$ cat src/rtl/processador_multiciclo_pkg.sv
`default_nettype none
// ============================================================================
//  Module      : processador_multiciclo_pkg
//  Description : Shared constants for the multicycle processor: data and
//                instruction widths, opcode encodings and the step type.
//  Revision    : 1.0 - initial release
// ============================================================================
package processador_multiciclo_pkg;

   localparam int DATA_W = 16;
   localparam int IR_W   = 9;

   localparam logic [2:0] OP_MV   = 3'b000;
   localparam logic [2:0] OP_MVI  = 3'b001;
   localparam logic [2:0] OP_ADD  = 3'b010;
   localparam logic [2:0] OP_SUB  = 3'b011;
   localparam logic [2:0] OP_MVNZ = 3'b100;

   // Execution step; T0 is fetch, T1..T3 are execute steps.
   typedef enum logic [1:0] {
      T0 = 2'd0,
      T1 = 2'd1,
      T2 = 2'd2,
      T3 = 2'd3
   } tstep_t;

endpackage
`default_nettype wire

$ cat src/rtl/processador_multiciclo_regn.sv
`default_nettype none
// ============================================================================
//  Module      : regn
//  Description : N-bit datapath register. Captures on the falling edge of
//                Clock so the value driven on the bus during a step is
//                stored in the middle of that step.
//  Ports       : Clock - system clock
//                Clear - synchronous clear (priority over En)
//                En    - load enable
//                D     - data in
//                Q     - registered data out
//  Revision    : 1.0 - initial release
// ============================================================================
module regn #(
   parameter int N = 16
) (
   input  logic         Clock,
   input  logic         Clear,
   input  logic         En,
   input  logic [N-1:0] D,
   output logic [N-1:0] Q
);

   always_ff @(negedge Clock) begin
      if (Clear) begin
         Q <= '0;
      end else if (En) begin
         Q <= D;
      end
   end

endmodule
`default_nettype wire

$ cat src/rtl/processador_multiciclo.sv
`default_nettype none
// ============================================================================
//  Module      : processador_multiciclo
//  Description : Multicycle 16-bit processor with R0-R7, accumulator A,
//                result register G, 9-bit IR and one shared bus.
//  Ports       : Clock    - system clock
//                Resetn   - synchronous active-high reset
//                DIN      - instruction word (T0) / immediate (mvi T1)
//                Run      - start an instruction when in T0
//                Done     - high in the final step of an instruction
//                BusWires - shared bus value
//                Rx_data  - register selected by IR[5:3]
//                Ry_data  - register selected by IR[2:0]
//  Revision    : 1.0 - initial release
// ============================================================================
module processador_multiciclo
   import processador_multiciclo_pkg::*;
(
   input  logic              Clock,
   input  logic              Resetn,
   input  logic [DATA_W-1:0] DIN,
   input  logic              Run,
   output logic              Done,
   output logic [DATA_W-1:0] BusWires,
   output logic [DATA_W-1:0] Rx_data,
   output logic [DATA_W-1:0] Ry_data
);

   tstep_t            r_tstep;
   tstep_t            w_tstep_next;
   // Reset seen at the rising edge, applied to the datapath at the next
   // falling edge so every register clears in the same step.
   logic              r_clr;

   logic [IR_W-1:0]   w_ir;
   logic [DATA_W-1:0] w_r [0:7];
   logic [DATA_W-1:0] w_a;
   logic [DATA_W-1:0] w_g;
   logic [DATA_W-1:0] w_alu;
   logic [2:0]        w_op;
   logic [2:0]        w_x;
   logic [2:0]        w_y;
   logic              w_irin;
   logic              w_ain;
   logic              w_gin;
   logic              w_rxin;
   logic [7:0]        w_rin;

   assign w_op    = w_ir[8:6];
   assign w_x     = w_ir[5:3];
   assign w_y     = w_ir[2:0];
   assign Rx_data = w_r[w_x];
   assign Ry_data = w_r[w_y];
   assign w_rin   = w_rxin ? (8'b1 << w_x) : 8'b0;
   assign w_alu   = (w_op == OP_SUB) ? (w_a - BusWires) : (w_a + BusWires);

   always_ff @(posedge Clock) begin
      r_clr <= Resetn;
      if (Resetn) begin
         r_tstep <= T0;
      end else begin
         r_tstep <= w_tstep_next;
      end
   end

   always_comb begin
      w_irin   = 1'b0;
      w_ain    = 1'b0;
      w_gin    = 1'b0;
      w_rxin   = 1'b0;
      Done     = 1'b0;
      BusWires = '0;
      case (r_tstep)
         T0: w_irin = Run;
         T1: begin
            case (w_op)
               OP_MV: begin
                  BusWires = w_r[w_y];
                  w_rxin   = 1'b1;
                  Done     = 1'b1;
               end
               OP_MVI: begin
                  BusWires = DIN;
                  w_rxin   = 1'b1;
                  Done     = 1'b1;
               end
               OP_ADD, OP_SUB: begin
                  BusWires = w_r[w_x];
                  w_ain    = 1'b1;
               end
               OP_MVNZ: begin
                  if (w_g != '0) begin
                     BusWires = w_r[w_y];
                     w_rxin   = 1'b1;
                  end
                  Done = 1'b1;
               end
               default: Done = 1'b1;
            endcase
         end
         T2: begin
            if (w_op == OP_ADD || w_op == OP_SUB) begin
               BusWires = w_r[w_y];
               w_gin    = 1'b1;
            end else begin
               // Unreachable for a single-step opcode; return to fetch.
               Done = 1'b1;
            end
         end
         default: begin
            if (w_op == OP_ADD || w_op == OP_SUB) begin
               BusWires = w_g;
               w_rxin   = 1'b1;
            end
            Done = 1'b1;
         end
      endcase

      if (Done) begin
         w_tstep_next = T0;
      end else if (r_tstep == T0 && !Run) begin
         w_tstep_next = T0;
      end else begin
         w_tstep_next = tstep_t'(r_tstep + 2'd1);
      end
   end

   regn #(.N(IR_W))   IR (.Clock(Clock), .Clear(r_clr), .En(w_irin),   .D(DIN[IR_W-1:0]), .Q(w_ir));
   regn #(.N(DATA_W)) A  (.Clock(Clock), .Clear(r_clr), .En(w_ain),    .D(BusWires),      .Q(w_a));
   regn #(.N(DATA_W)) G  (.Clock(Clock), .Clear(r_clr), .En(w_gin),    .D(w_alu),         .Q(w_g));
   regn #(.N(DATA_W)) R0 (.Clock(Clock), .Clear(r_clr), .En(w_rin[0]), .D(BusWires),      .Q(w_r[0]));
   regn #(.N(DATA_W)) R1 (.Clock(Clock), .Clear(r_clr), .En(w_rin[1]), .D(BusWires),      .Q(w_r[1]));
   regn #(.N(DATA_W)) R2 (.Clock(Clock), .Clear(r_clr), .En(w_rin[2]), .D(BusWires),      .Q(w_r[2]));
   regn #(.N(DATA_W)) R3 (.Clock(Clock), .Clear(r_clr), .En(w_rin[3]), .D(BusWires),      .Q(w_r[3]));
   regn #(.N(DATA_W)) R4 (.Clock(Clock), .Clear(r_clr), .En(w_rin[4]), .D(BusWires),      .Q(w_r[4]));
   regn #(.N(DATA_W)) R5 (.Clock(Clock), .Clear(r_clr), .En(w_rin[5]), .D(BusWires),      .Q(w_r[5]));
   regn #(.N(DATA_W)) R6 (.Clock(Clock), .Clear(r_clr), .En(w_rin[6]), .D(BusWires),      .Q(w_r[6]));
   regn #(.N(DATA_W)) R7 (.Clock(Clock), .Clear(r_clr), .En(w_rin[7]), .D(BusWires),      .Q(w_r[7]));

endmodule
`default_nettype wire

$ cat config.mk
export PLATFORM = sky130hd
export DESIGN_NAME = processador_multiciclo
export DESIGN_NICKNAME = d
export VERILOG_FILES = /design/src/rtl/processador_multiciclo_pkg.sv /design/src/rtl/processador_multiciclo_regn.sv /design/src/rtl/processador_multiciclo.sv
export SDC_FILE = /design/constraint.sdc
export NUM_CORES = 1
export LEC_CHECK = 0
export ABC_AREA = 1
export CORE_MARGIN = 1.5
export CORE_UTILIZATION = 54
export DETAILED_ROUTE_END_ITERATION = 8
export HOLD_SLACK_MARGIN = 0.06
export PLACE_DENSITY_LB_ADDON = 0.12
export SLEW_MARGIN = 15
export SYNTH_ARGS = -nofsm -noshare
export SYNTH_HDL_FRONTEND = slang
export SYNTH_SLANG_ARGS = --single-unit
$ cat constraint.sdc
create_clock -name Clock -period 4.4 [get_ports Clock]
set_clock_uncertainty 0.1 [all_clocks]
set_input_delay 1.32 -clock Clock [delete_from_list [all_inputs] [get_ports Clock]]
set_output_delay 1.32 -clock Clock [all_outputs]
set_load 0.01 [all_outputs]
==> impl_metrics.csv, run 1 <==
group,metric,value,unit
clocking,cts.sinks,172,
floorplan,die_w,143,microns
synthesis,synth_top_family_by_area,"compound AO/OA/AOI/OAI gates",
synthesis,synth_compound_area_frac,0.266,
synthesis,syn_inst,1682,
synthesis,synth_area_leaders,"dfxtp_1 (33%), nand2_1 (12%), o21ai_0 (10%)",
placement,dpl.hpwl,29100,microns
synthesis,ys_warn_count,0,
floorplan,die_h,143,microns
synthesis,synth-simple-area-share,0.218,
synthesis,synth_area,10600,sq um
synthesis,avgSynthCellArea,6.29,sq um
placement,placed_area,14400,sq um
synthesis,yosysSeqAreaShare,0.325,
clocking,cts_made_buffers,17,
synthesis,synth_top_area_share,0.325,
placement,numPortBuffers,67,
outcome,failed_stage,"clock tree synthesis (4_1_cts)",
synthesis,syn-num-nets,1722,
floorplan,start_util,0.547,
outcome,first-error,"[ERROR DPL-0033] detailed placement checks failed during check placement.",
synthesis,synth-adder-area-share,0.0255,
floorplan,num_rows,51,
synthesis,synth_xor_area_frac,0.0199,
clocking,post-cts-setup-buffers,187,
synthesis,synth_largest_area_cell,"dfxtp_1",
clocking,ctsHtreeMaxLevel,4,
synthesis,muxShareOfSynthArea,0,
clocking,cts_resized,822,
clocking,cts_buffer_depth,2,
clocking,cts_root_buf,"clkbuf_16",
clocking,hold_buffers,0,
outcome,status,"did not finish",
placement,place.gp.congestion,0.976,
synthesis,synth.distinct_cells,43,
synthesis,synth-seq-cells,172,
floorplan,ios,68,
==> stage by stage <==
step | util | setup TNS [ns] | std cells | hold slack [ns] | setup slack (ns)
detailed placement | 0.745 | -190.82 | 2259 | 0.355 | -2.55
global placement | 0.745 | -186.60 | 2259 | 0.346 | -2.49
floorplan | - | -42.54 | 1682 | 0.333 | -1.94
==> cell usage after synthesis (all sizes together) <==
| cell type | count |
|---|---|
| clkinv | 6 |
| nand4 | 1 |
| o21ai | 235 |
| nor3 | 2 |
| a21boi | 6 |
| clkbuf | 48 |
| or2 | 1 |
| nand3 | 75 |
| a22oi | 5 |
| nor2 | 120 |
| a21oi | 220 |
| nor4 | 1 |
| a31oi | 3 |
| fa | 1 |
| nand2 | 345 |
| xnor2 | 4 |
| and2 | 16 |
| buf | 50 |
| a21o | 1 |
| ha | 20 |
| o21bai | 5 |
| xor2 | 20 |
| a211oi | 1 |
| o211ai | 37 |
| o21a | 2 |
| a221oi | 1 |
| inv | 283 |
| dfxtp | 172 |
| nand3b | 1 |
==> cell families after synthesis <==
group | Yosys count
AOI/OAI and AO/OA | 516
buffers and inverters | 387
and+or+nand+nor | 562
DFF | 172
xor gates and xnor gates | 24
adders and majority gates | 21
==> run 2: changes to the inputs <==
CORE_UTILIZATION = 40   (was 54)
HOLD_SLACK_MARGIN = unset   (was 0.06)
PLACE_DENSITY_LB_ADDON = 0.15   (was 0.12)
clock period = 5.7 ns   (was 4.4 ns; I/O delays follow)
==> run 2 against run 1 <==
The flow now finishes, with violations (negative setup slack). Synthesized area is the same. Synthesized cell count is the same.
==> impl_metrics.csv, run 2 <==
group,metric,value,unit
outcome,status,"finished with violations",
outcome,failed_checks,"negative setup slack",
global_routing,grt_max_degree,83,
placement,pre_cts_ws,-2.32,ns
pwr,p_comb_frac,0.540,
drt,firstDrtPassIters,9,
drt,routedWlPerCell,19.5,microns
global_routing,antenna_found_initial,1,
floorplan,die_w,166,microns
sta,drv_slew,0,
critical_path,required,3.89,ns
finish,diodes,0,
drt,drc,0,
sta,finalHoldViolCount,0,
placement,dpl.hpwl,30200,microns
finish,layout.nets,2366,
floorplan,num_rows,59,
drt,dr_wl_met2,24100,microns
floorplan,die_area,27400,sq um
synthesis,synth_area_leaders,"dfxtp_1 (33%), nand2_1 (12%), o21ai_0 (10%)",
finish,layout-drive-gt1-share,0.419,
sta,tightestPinTransition,1.09,ns
sta,worst_hold_slack,0.376,ns
placement,placed_area,14100,sq um
pwr,intPower,4040,uW
synthesis,avgSynthCellArea,6.29,sq um
pwr,ir_drop,405,uV
global_routing,grt_overflow,0,
clocking,cts_root_buf,"clkbuf_16",
synthesis,ys.flop_type,"dfxtp_1",
clocking,tritoncts,"yes",
floorplan,start_util,0.407,
sta,relSlewSlack,0.276,
drt,via_count,14600,
clocking,cts_made_buffers,17,
synthesis,synth_edf_count,0,
synthesis,syn_inst,1682,
drt,ant_nets,0,
floorplan,die_h,166,microns
drt,drtIter0Drc,1541,
critical_path,path_class,"flip-flop to output pin",
global_routing,track_usage,0.327,
synthesis,synth-async-reset-ratio,0,
finish,final_cell_mix,"inv_1 (418), buf_4 (317), nand2_1 (226)",
placement,place.gp.congestion,0.957,
drt,top_layer,"met5",
sta,setup_viol,77,
synthesis,ys_warn_count,0,
pwr,p_leak,0.00982,uW
pwr,clock_power_share,0.268,
floorplan,ios,68,
sta,setup_ws,-1.49,ns
min_path,worstHoldPathType,"flip-flop to flip-flop",
pwr,p_per_area,368,nW/um^2
synthesis,synth_largest_area_cell,"dfxtp_1",
pwr,p_seq_frac,0.192,
clocking,clk-insertion-delay-late,0.51,ns
synthesis,synth_top_area_share,0.325,
finish,fin_cells,2674,
synthesis,synth-seq-cells,172,
synthesis,synth_common_cells,"nand2_1 (340), inv_1 (273), o21ai_0 (221), a21oi_1 (213), dfxtp_1 (172)",
synthesis,yosysMostFrequentCell,"nand2_1",
drt,finalWirelength,52100,microns
critical_path,crit_fanout,8,
synthesis,syn-num-nets,1722,
finish,syn2layout_area_growth,78.9,%
pwr,p_sw,2920,uW
clocking,ctsHtreeMaxLevel,4,
critical_path,worstSetupEndpointType,"output pin",
sta,rsz0062_at_grt,"true",
synthesis,yosysSeqAreaShare,0.325,
drt,wl_met3,4880,microns
synthesis,synth_area,10600,sq um
placement,dp_cells,2314,
clocking,cts.sinks,172,
global_routing,grt_pass1_vias,13400,
clocking,cts_buffer_depth,2,
drt,drt-met1-wl,19900,microns
finish,postLayoutCellArea,18900,sq um
clocking,clk_pin_slew,0.08,ns
floorplan,core,26000,sq um
critical_path,arrival,5.38,ns
placement,numPortBuffers,67,
job,cap_violations,0,
finish,layout_commonest_cell,"inv_1",
synthesis,synth.distinct_cells,43,
global_routing,grt_pass1_wl,70700,microns
drt,viasPerCell,5.45,
pwr,p_sw_frac,0.420,
critical_path,start_kind,"flip-flop",
run 2: cell counts after synthesis:
No cell type changed its count.
run 2: power groups by stage:
stage	clock, uW	sequential (uW)	combinational, uW
after global routing	2010	1340	3950
after global placement	180	1340	2500
after CTS	1840	1330	3080
after floorplan	180	1320	1360
final	1870	1330	3760
after detailed placement	180	1340	2510
run 2: through the flow:
stage	util	total power (uW)	setup TNS (ns)
floorplan	-	2860	-24.69
global placement	0.542	4010	-138.39
detailed placement	0.542	4030	-141.04
CTS	0.665	6250	-66.92
global route	0.728	7310	-77.81
finish	0.728	6960	-70.72
run 2: timing repair:
item | 4_1_cts | 5_1_grt
setup buffers | 113 | 87
setup endpoints to repair | 114 | 127
hold buffers | 0 | 0
gates cloned | 4 | 7
pin swaps | 170 | 185
gates resized for setup | 567 | 356
run 2: cell type report:
class,count,area [sq um]
Clock buffer,18,429
Clock inverter,183,847
Timing Repair inverter,5,45.0
Timing Repair Buffer,550,5250
Fill cell,1891,7060
Inverter,288,1200
Multi-Input combinational cell,1123,7280
Tap cell,335,419
Sequential cell,172,3460
run 2: kinds of logic (layout without fill, tap and decap cells):
family / Yosys count / count (layout) / synth area share
AOI/OAI and AO/OA: 516 / 516 / 0.266
xor gates and xnor gates: 24 / 24 / 0.0199
adders and majority gates: 21 / 21 / 0.0255
buffers and inverters: 387 / 1044 / 0.146
DFF: 172 / 172 / 0.325
and+or+nand+nor: 562 / 562 / 0.218
run 2: layer usage:
layer  GRT usage  up-vias
met5           0        -
met4       0.153        2
met3      0.0812      251
met2       0.534      853
met1       0.404     6776
li1            -     6684
run 2: path summary, 6_finish.rpt:
path / slack, ns / start / cells past startpoint / endpoint
setup / recovery: -1.49 / IR.Q[4]$_SDFFE_NP0P_ / 14 / BusWires[2]
hold / removal: 0.38 / r_tstep[0]$_SDFF_PP0_ / 1 / r_tstep[0]$_SDFF_PP0_
setup reg to reg: -1.14 / r_tstep[0]$_SDFF_PP0_ / 25 / G.Q[10]$_SDFFE_NP0P_
hold reg to reg: 0.38 / r_tstep[0]$_SDFF_PP0_ / 1 / r_tstep[0]$_SDFF_PP0_
run 2: worst max-delay path: stages (launching register included):
cell and delay [ns]:
dfxtp_4 0.46, clkinv_8 0.13, buf_6 0.15, nor2_4 0.16, buf_6 0.14, a22oi_2 0.06
nand3_1 0.09, nand3_1 0.12, nand2_1 0.11, nand2_1 0.05, nand2_1 0.08, nand2_2 0.08
nand2_4 0.13, buf_6 0.16, buf_6 0.11
(Power assumes the default switching activity.)
